$ cat config.mk
export PLATFORM = sky130hd
export DESIGN_NAME = tournament_req4_flat
export DESIGN_NICKNAME = d
export VERILOG_FILES = /design/src/rtl/tournament_req4_pkg.sv /design/src/rtl/tournament_req4_if.sv /design/src/rtl/tournament_req4_slot.sv /design/src/rtl/tournament_req4.sv /design/src/flat_wrapper.sv
export SDC_FILE = /design/constraint.sdc
export NUM_CORES = 1
export LEC_CHECK = 0
export CAP_MARGIN = 20
export CORE_ASPECT_RATIO = 0.75
export CORE_UTILIZATION = 44
export DETAILED_ROUTE_END_ITERATION = 10
export GPL_TIMING_DRIVEN = 0
export PLACE_DENSITY = 0.85
export SLEW_MARGIN = 30
export SYNTH_ARGS = -nofsm -noshare
export SYNTH_HDL_FRONTEND = slang
export SYNTH_SLANG_ARGS = --single-unit
export TNS_END_PERCENT = 30
$ cat constraint.sdc
create_clock -name clock -period 3.16 [get_ports clock]
set_clock_uncertainty 0.15 [all_clocks]
set_input_delay 0.79 -clock clock [delete_from_list [all_inputs] [get_ports clock]]
set_output_delay 0.79 -clock clock [all_outputs]
set_load 0.01 [all_outputs]
$ cat src/rtl/tournament_req4_pkg.sv
// Shared types and constants for the base-4 tournament requester front end.
// The age parameters are only used when TOURNAMENT_AGING_EN is defined.
package tournament_req4_pkg;

    localparam int WIDTH_UNITS = 4;
    localparam int NUM_PORTS   = 4;
    localparam int AGE_PERIOD  = 8;
    localparam int AGE_WIDTH   = $clog2(AGE_PERIOD) + 1;

    typedef enum logic [1:0] {
        IDLE = 2'd0,
        WAIT = 2'd1,
        GNT  = 2'd2
    } slot_state_t;

    typedef logic [WIDTH_UNITS:0]   tour_entry_t;
    typedef logic [WIDTH_UNITS-1:0] prio_t;

    function automatic prio_t prio_sat_inc(input prio_t p);
        return (p == {WIDTH_UNITS{1'b1}}) ? p : p + prio_t'(1);
    endfunction

    function automatic logic [NUM_PORTS-1:0] lowest_one(input logic [NUM_PORTS-1:0] v);
        return v & (~v + 4'd1);
    endfunction

endpackage

$ cat src/rtl/tournament_req4_if.sv
// Requester/selector signal bundle for tournament_req4; the slave modport is the block itself.
interface tournament_req4_if;
    import tournament_req4_pkg::*;

    logic [3:0]        req;
    prio_t       [3:0] prio;
    logic [3:0]        ack;
    tour_entry_t [3:0] entry;
    logic              sel_valid;
    logic [3:0]        win;
    logic [3:0]        grant;
    logic [1:0]        grant_no;
    logic              busy;
    logic              err;

    modport master (output req, prio, sel_valid, win,
                    input  ack, entry, grant, grant_no, busy, err);
    modport slave  (input  req, prio, sel_valid, win,
                    output ack, entry, grant, grant_no, busy, err);
endinterface

$ cat src/rtl/tournament_req4_slot.sv
// One requester slot: IDLE -> WAIT -> GNT FSM, captured priority and optional age counter.
// Aging is compiled in with TOURNAMENT_AGING_EN.
module tournament_req4_slot
    import tournament_req4_pkg::*;
(
    input  logic        clock,
    input  logic        reset,
    input  logic        req,
    input  prio_t       prio,
    input  logic        win,
    output logic        ack,
    output tour_entry_t entry,
    output logic        in_wait,
    output logic        grant
);

    slot_state_t state_r;
    slot_state_t state_s;
    prio_t       prio_r;
    logic        capture_s;

    // Next-state logic; requests are only taken from IDLE so a GNT cycle always separates grants.
    always_comb begin
        state_s = state_r;
        case (state_r)
            IDLE:    if (req) state_s = WAIT; else state_s = IDLE;
            WAIT:    if (win) state_s = GNT;  else state_s = WAIT;
            GNT:     state_s = IDLE;
            default: state_s = IDLE;
        endcase
    end

    // State register.
    always_ff @(posedge clock) begin
        if (reset) state_r <= IDLE;
        else       state_r <= state_s;
    end

    assign capture_s = (state_r == IDLE) && req;

`ifdef TOURNAMENT_AGING_EN
    localparam logic [AGE_WIDTH-1:0] AGE_LAST = AGE_WIDTH'(AGE_PERIOD - 1);
    logic [AGE_WIDTH-1:0] age_r;

    // Priority capture plus aging: a full age period in WAIT bumps the priority, saturating.
    always_ff @(posedge clock) begin
        if (reset) begin
            prio_r <= {WIDTH_UNITS{1'b0}};
            age_r  <= {AGE_WIDTH{1'b0}};
        end else if (capture_s) begin
            prio_r <= prio;
            age_r  <= {AGE_WIDTH{1'b0}};
        end else if (state_r == WAIT) begin
            if (age_r == AGE_LAST) begin
                age_r  <= {AGE_WIDTH{1'b0}};
                prio_r <= prio_sat_inc(prio_r);
            end else begin
                age_r  <= age_r + {{(AGE_WIDTH-1){1'b0}}, 1'b1};
            end
        end else begin
            age_r <= {AGE_WIDTH{1'b0}};
        end
    end
`else
    // Priority captured on acknowledge and held static.
    always_ff @(posedge clock) begin
        if (reset)          prio_r <= {WIDTH_UNITS{1'b0}};
        else if (capture_s) prio_r <= prio;
        else                prio_r <= prio_r;
    end
`endif

    // Ack is gated by reset so that a request held through reset is not acknowledged.
    assign ack     = capture_s && !reset;
    assign in_wait = (state_r == WAIT);
    assign grant   = (state_r == GNT);
    assign entry   = in_wait ? {1'b1, prio_r} : {(WIDTH_UNITS+1){1'b0}};

endmodule

$ cat src/rtl/tournament_req4.sv
// Requester-side front end for the base-4 tournament selector.
// Optional priority aging is enabled by defining TOURNAMENT_AGING_EN.
module tournament_req4
    import tournament_req4_pkg::*;
(
    input  logic              clock,
    input  logic              reset,
    tournament_req4_if.slave  bus
);

    logic [3:0]  wait_mask_s;
    logic [3:0]  first_win_s;
    logic [3:0]  accept_s;
    logic [3:0]  ack_s;
    logic [3:0]  grant_s;
    logic        err_set_s;
    logic        err_r;
    logic [1:0]  grant_no_s;
    tour_entry_t entry_s [NUM_PORTS];

    // Lowest-index win filter and protocol error detection; flags are ignored without sel_valid.
    always_comb begin
        first_win_s = lowest_one(bus.win);
        accept_s    = 4'b0000;
        err_set_s   = 1'b0;
        if (bus.sel_valid) begin
            accept_s  = first_win_s & wait_mask_s;
            err_set_s = (bus.win == 4'b0000) || (bus.win != first_win_s) ||
                        ((bus.win & ~wait_mask_s) != 4'b0000);
        end else begin
            accept_s  = 4'b0000;
            err_set_s = 1'b0;
        end
    end

    for (genvar g = 0; g < NUM_PORTS; g++) begin : g_slot
        tournament_req4_slot u_slot (
            .clock   (clock),
            .reset   (reset),
            .req     (bus.req[g]),
            .prio    (bus.prio[g]),
            .win     (accept_s[g]),
            .ack     (ack_s[g]),
            .entry   (entry_s[g]),
            .in_wait (wait_mask_s[g]),
            .grant   (grant_s[g])
        );
        assign bus.entry[g] = entry_s[g];
    end

    // Sticky error flag, cleared only by reset.
    always_ff @(posedge clock) begin
        if (reset)          err_r <= 1'b0;
        else if (err_set_s) err_r <= 1'b1;
        else                err_r <= err_r;
    end

    // Grant index; at most one slot is in GNT because only one win is accepted per cycle.
    always_comb begin
        grant_no_s = 2'd0;
        case (grant_s)
            4'b0010: grant_no_s = 2'd1;
            4'b0100: grant_no_s = 2'd2;
            4'b1000: grant_no_s = 2'd3;
            default: grant_no_s = 2'd0;
        endcase
    end

    assign bus.ack      = ack_s;
    assign bus.grant    = grant_s;
    assign bus.grant_no = grant_no_s;
    assign bus.busy     = |wait_mask_s;
    assign bus.err      = err_r;

endmodule

$ cat src/flat_wrapper.sv
// flat-port wrapper written by rule: the top's interface ports become plain ports
module tournament_req4_flat import tournament_req4_pkg::*;
  (clock, reset, bus_req, bus_prio, bus_sel_valid, bus_win, bus_ack, bus_entry, bus_grant, bus_grant_no, bus_busy, bus_err);
  tournament_req4_if bus_i ();
  input  logic clock;
  input  logic reset;
  input wire logic [$bits(bus_i.req)-1:0] bus_req;
  input wire logic [$bits(bus_i.prio)-1:0] bus_prio;
  input wire logic [$bits(bus_i.sel_valid)-1:0] bus_sel_valid;
  input wire logic [$bits(bus_i.win)-1:0] bus_win;
  output wire logic [$bits(bus_i.ack)-1:0] bus_ack;
  output wire logic [$bits(bus_i.entry)-1:0] bus_entry;
  output wire logic [$bits(bus_i.grant)-1:0] bus_grant;
  output wire logic [$bits(bus_i.grant_no)-1:0] bus_grant_no;
  output wire logic [$bits(bus_i.busy)-1:0] bus_busy;
  output wire logic [$bits(bus_i.err)-1:0] bus_err;
  assign bus_i.req = bus_req;
  assign bus_i.prio = bus_prio;
  assign bus_i.sel_valid = bus_sel_valid;
  assign bus_i.win = bus_win;
  assign bus_ack = bus_i.ack;
  assign bus_entry = bus_i.entry;
  assign bus_grant = bus_i.grant;
  assign bus_grant_no = bus_i.grant_no;
  assign bus_busy = bus_i.busy;
  assign bus_err = bus_i.err;
  tournament_req4 u_core (.clock(clock), .reset(reset), .bus(bus_i));
endmodule
==> results.ini, run 1 <==
[hold_path]
holdCritPathClass=flop to flop

[yosys]
synth_area_um2=1260
ys_top_cells_by_area=dfxtp_1 (40%), mux2i_1 (13%), and2_1 (8.0%)
ys_seq_area_share_pct=39.8
ys_seq_elements=25
syn_avg_cell_area_um2=9.06
yosys.area.top_type=dfxtp_1
synth_edf_count=0
yosysTopAreaCellShare_pct=39.8
yosysWarnings=0
synthCells=139
netlist_top_cells_count=dfxtp_1 (25), nor2_1 (22), and2_1 (16), mux2i_1 (16), buf_4 (12)
async_reset_ff_share_pct=0
synthFlopType=dfxtp_1
synth_most_common_cell=dfxtp_1
ys_types=26
syn_nets=166

[drt]
dr.pass1.iters=4
wl_per_cell_um=13.1
drt-total-wl_um=3110
vias=1161
route.detailed.drc=0
via_per_inst=4.90
final_antenna_net_count=0
drt_iter0_drc=22

[power_and_ir_drop]
ir_worst_vdd_mv=0.230
cellLeakagePower_nw=0.810
finalPower_mw=0.708
p_per_area_nw_per_um2=363

[placed_design]
port_buffers=57
place_inst=232
pre_cts_ws_ps=-317
place_area_um2=1870
hpwl_um=2330
place_congestion=0.775

[worst_setup_path]
worstSetupEndpointType=primary output
crit_type=input pin to primary output
cp-start-kind=input pin
cp_max_fo=10
cp.required_ps=2220
arrival_ps=2170

[cells_and_area]
finalNetCount=229
drive_gt1_share_pct=12.4
fin_area_um2=1950
synthToLayoutAreaGrowth_pct=54.7
utilization_pct=73.1
stdcell_count=237
antenna_cells=0

[sta]
max_freq_ghz=0.322
rsz0062_at_grt=yes
hold_viol=0
min_period_over_period_pct=98.4
finalSetupViolations=0
hold_ws_ps=346
period_needed_ps=3110
fin_ws_ps=51.0
timing.slew.headroom_pct=67.4
tightestPinTransition_ps=489
fin_setup_tns_ps=0
drv_slew=0

[global_routing]
grt_util_all_layers_pct=20.7
grt_pass1_wl_um=5110
grt-ovfl-total=0
grt_max_degree=14
grt_pass1_vias=1175
antenna_found_initial=0

[die]
row_count=16
io_pins=59
die_h_um=48.3
initial_core_util_pct=47.3
dieArea_um2=3080
coreArea_um2=2660
die_width_um=63.8

[clocking]
cts_buffers=3
cts-htree-levels=1
cts_buffer_depth=2
clk_pin_slew_ps=80
clk_latency_ps=270
cts_hold_buf=0
cts_tree=done
clock-sinks=25
root_buffer=clkbuf_8

[run_status]
status=completed

[run]
cap_viol_max_count=0

==> report_power, final <==
part	leakage, nW	switching (mW)	internal (mW)
combinational	0.581	0.0706	0.103
sequential	0.206	0.0137	0.335
clock	0.0228	0.0954	0.0901
total	0.810	0.180	0.528
==> area by class of cell <==
class                           instances  area (µm²)
Inverter                                3        11.3
Timing Repair Buffer                   58         576
Tap cell                               36        45.0
Clock buffer                            4        45.0
Buffer                                 16         106
Multi-Input combinational cell         95         663
Fill cell                             195         716
Sequential cell                        25         500
==> repair_timing <==
action | 4_1_cts | 5_1_grt
resized for setup | 6 | 2
setup endpoints to repair | 4 | 2
buffers inserted | 1 | 0
pin swaps | 0 | 0
==> worst max-delay path: stages <==
cell and delay [ps]:
clkbuf_1 370, buf_2 320, nor2_1 80, buf_4 130, clkdlybuf4s50_1 470
==> layer usage <==
layer	wire [µm]	vias to the layer above	track usage, %
met5	0	-	0
met4	15	0	4.17
met3	186	4	4.48
met2	1490	46	35.6
met1	1410	535	26.5
li1	-	576	-
==> cell usage in the layout, fill, tap and decap left out, drive strengths merged <==
master         count
a21oi              4
a221oi             1
a22oi              1
a311oi             1
and2              16
buf               16
clkbuf             7
clkdlybuf4s50     54
dfxtp             25
dlymetal6s2s       1
inv                3
mux2i             16
nand2              2
nand2b             2
nand3b             1
nand4bb            1
nor2              22
nor2b              9
nor3               4
nor3b              6
nor4               1
o21ai              1
or3b               1
or4                1
or4b               2
xnor2              3
==> kinds of logic after synthesis <==
logic type / after synthesis / share of synthesized area, %
flops: 25 / 39.8
simple gates: 68 / 32.2
compound gates: 8 / 3.98
mux: 16 / 12.7
buf+inv: 19 / 9.24
xor+xnor: 3 / 2.09
==> sequential cells by signal, summed over array words and instances (netlist names) <==
register	count
u_core.g_slot.u_slot.prio_r	16
u_core.g_slot.u_slot.state_r	8
u_core.bus.err	1
==> worst paths after layout <==
kind,end,slack [ps],from,depth (start not counted)
max,bus_ack[3],50,reset,5
max reg2reg,u_core.bus.err,1680,u_core.g_slot[2].u_slot.state_r[0],3
min,u_core.g_slot[1].u_slot.prio_r[3],350,u_core.g_slot[1].u_slot.prio_r[3],2
min reg2reg,u_core.g_slot[1].u_slot.prio_r[3],350,u_core.g_slot[1].u_slot.prio_r[3],2
Note: power is estimated with default switching activity, not from simulation.
==> inputs of run 2 (changes only) <==
--- a/config.mk
+++ b/config.mk
@@ -7,10 +7,10 @@
 export LEC_CHECK = 0
 export CAP_MARGIN = 20
 export CORE_ASPECT_RATIO = 0.75
-export CORE_UTILIZATION = 44
+export CORE_UTILIZATION = 36
 export DETAILED_ROUTE_END_ITERATION = 10
 export GPL_TIMING_DRIVEN = 0
-export PLACE_DENSITY = 0.85
+export PLACE_DENSITY = 0.74
 export SLEW_MARGIN = 30
 export SYNTH_ARGS = -nofsm -noshare
 export SYNTH_HDL_FRONTEND = slang
==> constraint.sdc (replaced) <==
create_clock -name clock -period 2.8 [get_ports clock]
set_clock_uncertainty 0.15 [all_clocks]
set_input_delay 0.7 -clock clock [delete_from_list [all_inputs] [get_ports clock]]
set_output_delay 0.7 -clock clock [all_outputs]
set_load 0.01 [all_outputs]
==> run 2 against run 1 <==
Sequential power increased by 13%. Worst hold slack worse by 6.6 ps. Cell count rose by 2.5%. Clock-buffer cell count fell by 1. Register-to-register slack worse by 310 ps. First-iteration DRC count rose to 3.2 times the previous value. Critical path depth did not move. Total power rose by 13%. Core utilization decreased by 14 points. Clock power rose by 12%. Die area grew 21%.
==> results.ini, run 2 (same netlist as run 1, synthesis figures left out) <==
[hold_path]
worstHoldStart=u_core.g_slot[2].u_slot.prio_r[1]  ; was u_core.g_slot[1].u_slot.prio_r[3]
holdCritPathClass=flop to flop  ; unchanged

[die]
die_h_um=53.2  ; was 48.3 µm
dieArea_um2=3740  ; was 3080 µm²
die_width_um=70.3  ; was 63.8 µm
coreArea_um2=3310  ; was 2660 µm²
row_count=18  ; was 16
io_pins=59  ; unchanged
initial_core_util_pct=38.0  ; was 47.3%

[placed_design]
place_congestion=0.863  ; was 0.775
place_inst=236  ; was 232
port_buffers=57  ; unchanged
hpwl_um=2490  ; was 2330 µm
place_area_um2=1880  ; was 1870 µm²

[cells_and_area]
synthToLayoutAreaGrowth_pct=56.2  ; was 54.7%
stdcell_count=243  ; was 237
largest_reg_flops=16  ; unchanged
layout_commonest_cell=clkdlybuf4s50_1  ; unchanged
antenna_cells=0  ; unchanged
utilization_pct=59.4  ; was 73.1%
finalNetCount=231  ; was 229
fin_area_um2=1970  ; was 1950 µm²
drive_gt1_share_pct=15.8  ; was 12.4%
regMostFlops=u_core.g_slot.u_slot.prio_r  ; unchanged
final_cell_mix=clkdlybuf4s50_1 (52), dfxtp_1 (25), nor2_1 (22)  ; was clkdlybuf4s50_1 (54), dfxtp_1 (25), nor2_1 (22)

[global_routing]
grt_max_degree=15  ; was 14
grt_pass1_wl_um=5290  ; was 5110 µm
grt-ovfl-total=0  ; unchanged
grt_util_all_layers_pct=18.3  ; was 20.7%
antenna_found_initial=0  ; unchanged
grt_pass1_vias=1127  ; was 1175

[clocking]
clk_pin_slew_ps=80  ; about the same
cts_buffer_depth=2  ; unchanged
clock-sinks=25  ; unchanged
cts-htree-levels=1  ; unchanged
cts_tree=done  ; unchanged
clk_latency_ps=270  ; about the same
cts_buffers=3  ; unchanged
root_buffer=clkbuf_8  ; unchanged

[drt]
final_antenna_net_count=0  ; unchanged
drt-total-wl_um=3200  ; was 3110 µm
via_per_inst=4.78  ; was 4.90
drt_iter0_drc=71  ; was 22
vias=1161  ; unchanged
wl_per_cell_um=13.2  ; was 13.1 µm
route.detailed.drc=0  ; unchanged
dr.pass1.iters=4  ; unchanged

[worst_setup_path]
critical_path.slowest_cell=clkdlybuf4s50_1  ; unchanged
worstSetupEndpointType=primary output  ; unchanged
worstPathCellList=clkdlybuf4s50_1 > nor3b_4 > nor2b_2 > buf_4 > dlygate4sd2_1  ; was clkbuf_1 > buf_2 > nor2_1 > buf_4 > clkdlybuf4s50_1
crit_start=bus_req[0]  ; was reset
regToRegSetupSlack_ps=1370  ; was 1680 ps
cp-start-kind=input pin  ; unchanged
max_stage_delay_ps=470  ; about the same
ff2ff_path_depth=3  ; unchanged
crit_end=bus_ack[0]  ; was bus_ack[3]
worst_r2r_endpoint=u_core.bus.err  ; unchanged
rr_startpoint=u_core.g_slot[1].u_slot.state_r[0]  ; was u_core.g_slot[2].u_slot.state_r[0]
cp.required_ps=1950  ; was 2220 ps
worst-path-buf-inv=3  ; was 4
crit_family=buffers and inverters  ; unchanged
cp_max_fo=2  ; was 10
path_depth=5  ; unchanged
crit_type=input pin to primary output  ; unchanged
arrival_ps=1880  ; was 2170 ps

[sta]
finalSetupViolations=0  ; unchanged
max_freq_ghz=0.366
min_period_over_period_pct=97.6
hold_viol=0  ; unchanged
period_needed_ps=2730
rsz0062_at_grt=no  ; was yes
drv_slew=0  ; unchanged
tightestPinTransition_ps=491  ; was 489 ps
timing.slew.headroom_pct=67.1  ; was 67.4%

[power_and_ir_drop]
ir_worst_vdd_mv=0.294  ; was 0.230 mV
p_per_area_nw_per_um2=407  ; was 363 nW/µm²
cellLeakagePower_nw=0.819  ; was 0.810 nW

[run_status]
status=completed  ; unchanged

[run]
cap_viol_max_count=0  ; unchanged

## run 2: cell types whose count changed in the layout (fill, tap and decap cells not counted), sizes merged
cell,previous run,this run
buf,16,19
clkdlybuf4s50,54,52
dlygate4sd2,0,2
clkbuf,7,6
clkinv,0,1
dlymetal6s2s,1,0
## run 2: area by class of cell
| type | count | area, µm² |
|---|---|---|
| fillers | 289 | 1350 |
| multi-input cells | 95 | 666 |
| inverters | 3 | 11.3 |
| clock inverters | 1 | 5.00 |
| clock buffers | 3 | 41.3 |
| repair buffers | 60 | 583 |
| plain buffers | 16 | 109 |
| flip-flops and latches | 25 | 500 |
| well taps | 40 | 50.0 |
## run 2: per-stage QoR
stage	TNS, ps	setup slack (ps)	hold WS, ps	power (mW)
2_1_floorplan	0	485	302	0.495
3_3_place_gp	-1690	-481	316	0.585
3_5_place_dp	-1740	-518	328	0.592
4_1_cts	0	69.7	351	0.806
5_1_grt	0	1.24	373	0.841
6_report	0	67.2	340	0.801
## run 2: worst min-delay path by stage
stage / to / slack, ps / cells after the start
final: u_core.g_slot[2].u_slot.prio_r[1] / 340 / 2
after CTS: u_core.g_slot[2].u_slot.prio_r[1] / 350 / 2
after detailed placement: u_core.g_slot[2].u_slot.prio_r[2] / 330 / 2
after global placement: u_core.g_slot[1].u_slot.prio_r[1] / 320 / 2
after global routing: u_core.g_slot[0].u_slot.prio_r[1] / 370 / 2
after floorplan: u_core.g_slot[0].u_slot.prio_r[0] / 300 / 2
## run 2: tightest hold or removal path, cell delays in order (launching register included)
cell,delay (ps)
dfxtp_1,320
mux2i_1,60
nor2_1,70
## run 2: metal layers
layer | wire, µm | GRT usage (%) | share of wire (%) | vias to the layer above
li1 | - | - | - | 583
met1 | 1530 | 23.8 | 48 | 538
met2 | 1480 | 29.5 | 46 | 36
met3 | 164 | 5.14 | 5.1 | 4
met4 | 27 | 5.33 | 0.84 | 0
met5 | 0 | 0 | 0 | -
## run 2: power by group
group          internal (mW)  switching (mW)
clock network         0.0994           0.110
logic                  0.118          0.0815
registers              0.378          0.0148
total                  0.595           0.206
## run 2: repair_timing
| action | in CTS | in global routing |
|---|---|---|
| gates resized for setup | 10 | 4 |
| pin swaps | 0 | 0 |
| endpoints found under the setup margin | 5 | 9 |
| gates cloned | 0 | 0 |
| buffers inserted | 3 | 0 |
| hold buffers | 0 | 0 |
==> inputs of run 3 (changes only) <==
--- a/config.mk
+++ b/config.mk
@@ -10,7 +10,7 @@
 export CORE_UTILIZATION = 36
 export DETAILED_ROUTE_END_ITERATION = 10
 export GPL_TIMING_DRIVEN = 0
-export PLACE_DENSITY = 0.74
+export PLACE_DENSITY_LB_ADDON = 0.05
 export SLEW_MARGIN = 30
 export SYNTH_ARGS = -nofsm -noshare
 export SYNTH_HDL_FRONTEND = slang
==> run 3 against run 2 <==
Combinational power about the same. Register-to-register slack worse by 30 ps. Sequential share of layout area up 0.11 points. Total power down 0.11%. Critical path type is now flop to primary output. Critical endpoint is now bus_grant_no[1].
==> results.ini, run 3 (same netlist as run 1, synthesis figures left out) <==
[run_status]
status=completed  ; unchanged

[clocking]
clk_pin_slew_ps=90  ; was 80 ps
clock-sinks=25  ; unchanged
cts_tree=done  ; unchanged
cts-htree-levels=1  ; unchanged
cts_buffers=3  ; unchanged
cts_buffer_depth=2  ; unchanged
clk_latency_ps=260  ; was 270 ps
root_buffer=clkbuf_8  ; unchanged
cts_hold_buf=0  ; unchanged

[global_routing]
grt-ovfl-total=0  ; unchanged
grt_max_degree=15  ; unchanged
grt_pass1_vias=1058  ; was 1127
grt_util_all_layers_pct=17.1  ; was 18.3%
antenna_found_initial=0  ; unchanged
grtUsageMet3_pct=4.00  ; was 5.14%
met2_usage_pct=28.6  ; was 29.5%
grtUsageMet1_pct=22.4  ; was 23.8%
top_usage_layer=met2  ; unchanged
grt_pass1_wl_um=4860  ; was 5290 µm

[sta]
min_period_over_period_pct=95.3  ; was 97.6%
fin_setup_tns_ps=0  ; unchanged
finalSetupViolations=0  ; unchanged
max_freq_ghz=0.375  ; was 0.366 GHz
rsz0062_at_grt=no  ; unchanged
tightestPinTransition_ps=464  ; was 491 ps
timing.slew.headroom_pct=69.0  ; was 67.1%
hold_viol=0  ; unchanged
period_needed_ps=2670  ; was 2730 ps
hold_ws_ps=346  ; was 340 ps
drv_slew=0  ; unchanged

[die]
die_width_um=70.3  ; unchanged
initial_core_util_pct=38.0  ; unchanged
dieArea_um2=3740  ; unchanged
die_h_um=53.2  ; unchanged
row_count=18  ; unchanged
io_pins=59  ; unchanged
coreArea_um2=3310  ; unchanged

[worst_setup_path]
cp_max_fo=4  ; was 2
worstSetupEndpointType=primary output  ; unchanged
rr_startpoint=u_core.g_slot[2].u_slot.state_r[0]  ; was u_core.g_slot[1].u_slot.state_r[0]
ff2ff_path_depth=3  ; unchanged
worst_r2r_endpoint=u_core.bus.err  ; unchanged
regToRegSetupSlack_ps=1340  ; was 1370 ps
cp.required_ps=1950  ; about the same
cp-start-kind=flop  ; was input pin
crit_type=flop to primary output  ; was input pin to primary output
arrival_ps=1820  ; was 1880 ps

[drt]
route.detailed.drc=0  ; unchanged
via_per_inst=4.70  ; was 4.78
final_antenna_net_count=0  ; unchanged
drt_iter0_drc=44  ; was 71
drt-total-wl_um=3180  ; was 3200 µm
wl_per_cell_um=13.1  ; was 13.2 µm
vias=1141  ; was 1161
dr.pass1.iters=4  ; unchanged

[power_and_ir_drop]
swShare_pct=25.7  ; about the same
p_int_mw=0.594  ; was 0.595 mW
cellLeakagePower_nw=0.814  ; was 0.819 nW
p_seq_share_pct=49.1  ; was 49.0%
switchingPower_mw=0.206  ; about the same
p_clk_share_pct=26.3  ; was 26.1%
p_per_area_nw_per_um2=408  ; was 407 nW/µm²
ir_worst_vdd_mv=0.372  ; was 0.294 mV
combPwrFrac_pct=24.6  ; was 24.9%

[cells_and_area]
final_cell_mix=clkdlybuf4s50_1 (52), dfxtp_1 (24), nor2_1 (22)  ; was clkdlybuf4s50_1 (52), dfxtp_1 (25), nor2_1 (22)
fillers=292  ; was 289
layout_commonest_cell=clkdlybuf4s50_1  ; unchanged
largest_reg_flops=16  ; unchanged
antenna_cells=0  ; unchanged
finalNetCount=231  ; unchanged
synthToLayoutAreaGrowth_pct=55.9  ; was 56.2%
drive_gt1_share_pct=15.8  ; unchanged
regMostFlops=u_core.g_slot.u_slot.prio_r  ; unchanged

[placed_design]
port_buffers=57  ; unchanged
place_congestion=0.854  ; was 0.863
hpwl_um=2420  ; was 2490 µm

[hold_path]
hold_end=u_core.g_slot[0].u_slot.prio_r[2]  ; was u_core.g_slot[2].u_slot.prio_r[1]
holdCritPathClass=flop to flop  ; unchanged
worstHoldStart=u_core.g_slot[0].u_slot.prio_r[2]  ; was u_core.g_slot[2].u_slot.prio_r[1]
min_path_cells=2  ; unchanged

[run]
cap_viol_max_count=0  ; unchanged

run 3: what timing repair did:
action	4_1_cts	5_1_grt
setup buffers	3	0
setup endpoints to repair	5	6
gates resized for setup	11	2
run 3: worst max path at each step:
stage                                       startpoint               to  slack [ps]  depth (start not counted)
floorplan                                        reset       bus_ack[3]         490                          4
detailed placement                          bus_req[0]       bus_ack[0]        -480                          5
global route        u_core.g_slot[1].u_slot.state_r[0]     bus_entry[7]          10                          4
finish              u_core.g_slot[2].u_slot.state_r[1]  bus_grant_no[1]         130                          4
CTS                 u_core.g_slot[2].u_slot.state_r[0]    bus_entry[11]          50                          3
global placement                            bus_req[1]       bus_ack[1]        -500                          5
run 3: per-stage QoR:
stage / utilization, % / area, µm² / cells / worst slack (ps) / power (mW)
2_1_floorplan: - / 1260 / 139 / 485 / 0.495
3_3_place_gp: 56.8 / 1880 / 236 / -505 / 0.585
3_5_place_dp: 56.8 / 1880 / 236 / -480 / 0.591
4_1_cts: 59.2 / 1960 / 243 / 48.2 / 0.811
5_1_grt: 59.3 / 1960 / 243 / 12.4 / 0.844
6_report: 59.3 / 1960 / 243 / 132 / 0.800
run 3: worst max-delay path: stages (launching register included):
cell             delay (ps)
dfxtp_1                 430
nor2b_1                 330
xnor2_1                 100
nor3_1                  130
clkdlybuf4s50_1         560
run 3: area by class of cell:
cell class | instances | area (µm²) | share of cell area [%]
buffer | 16 | 108 | 5.48
multi-input combinational | 95 | 663 | 33.8
tap | 40 | 50.0 | 2.55
clock inverter | 1 | 5.00 | 0.255
inverter | 3 | 11.3 | 0.574
timing repair buffer | 60 | 582 | 29.7
sequential | 25 | 502 | 25.6
clock buffer | 3 | 41.3 | 2.10
run 3: per-layer routing:
layer | up-vias | wire (µm)
met5 | - | 0
li1 | 581 | -
met3 | 2 | 193
met4 | 0 | 10
met1 | 517 | 1530
met2 | 41 | 1450
run 3: power groups by stage:
stage	sequential, mW	clock [mW]	combinational, mW
after floorplan	0.396	0	0.0985
after global placement	0.398	0	0.187
after detailed placement	0.399	0	0.191
after CTS	0.393	0.220	0.198
after global routing	0.396	0.235	0.214
final	0.393	0.211	0.197
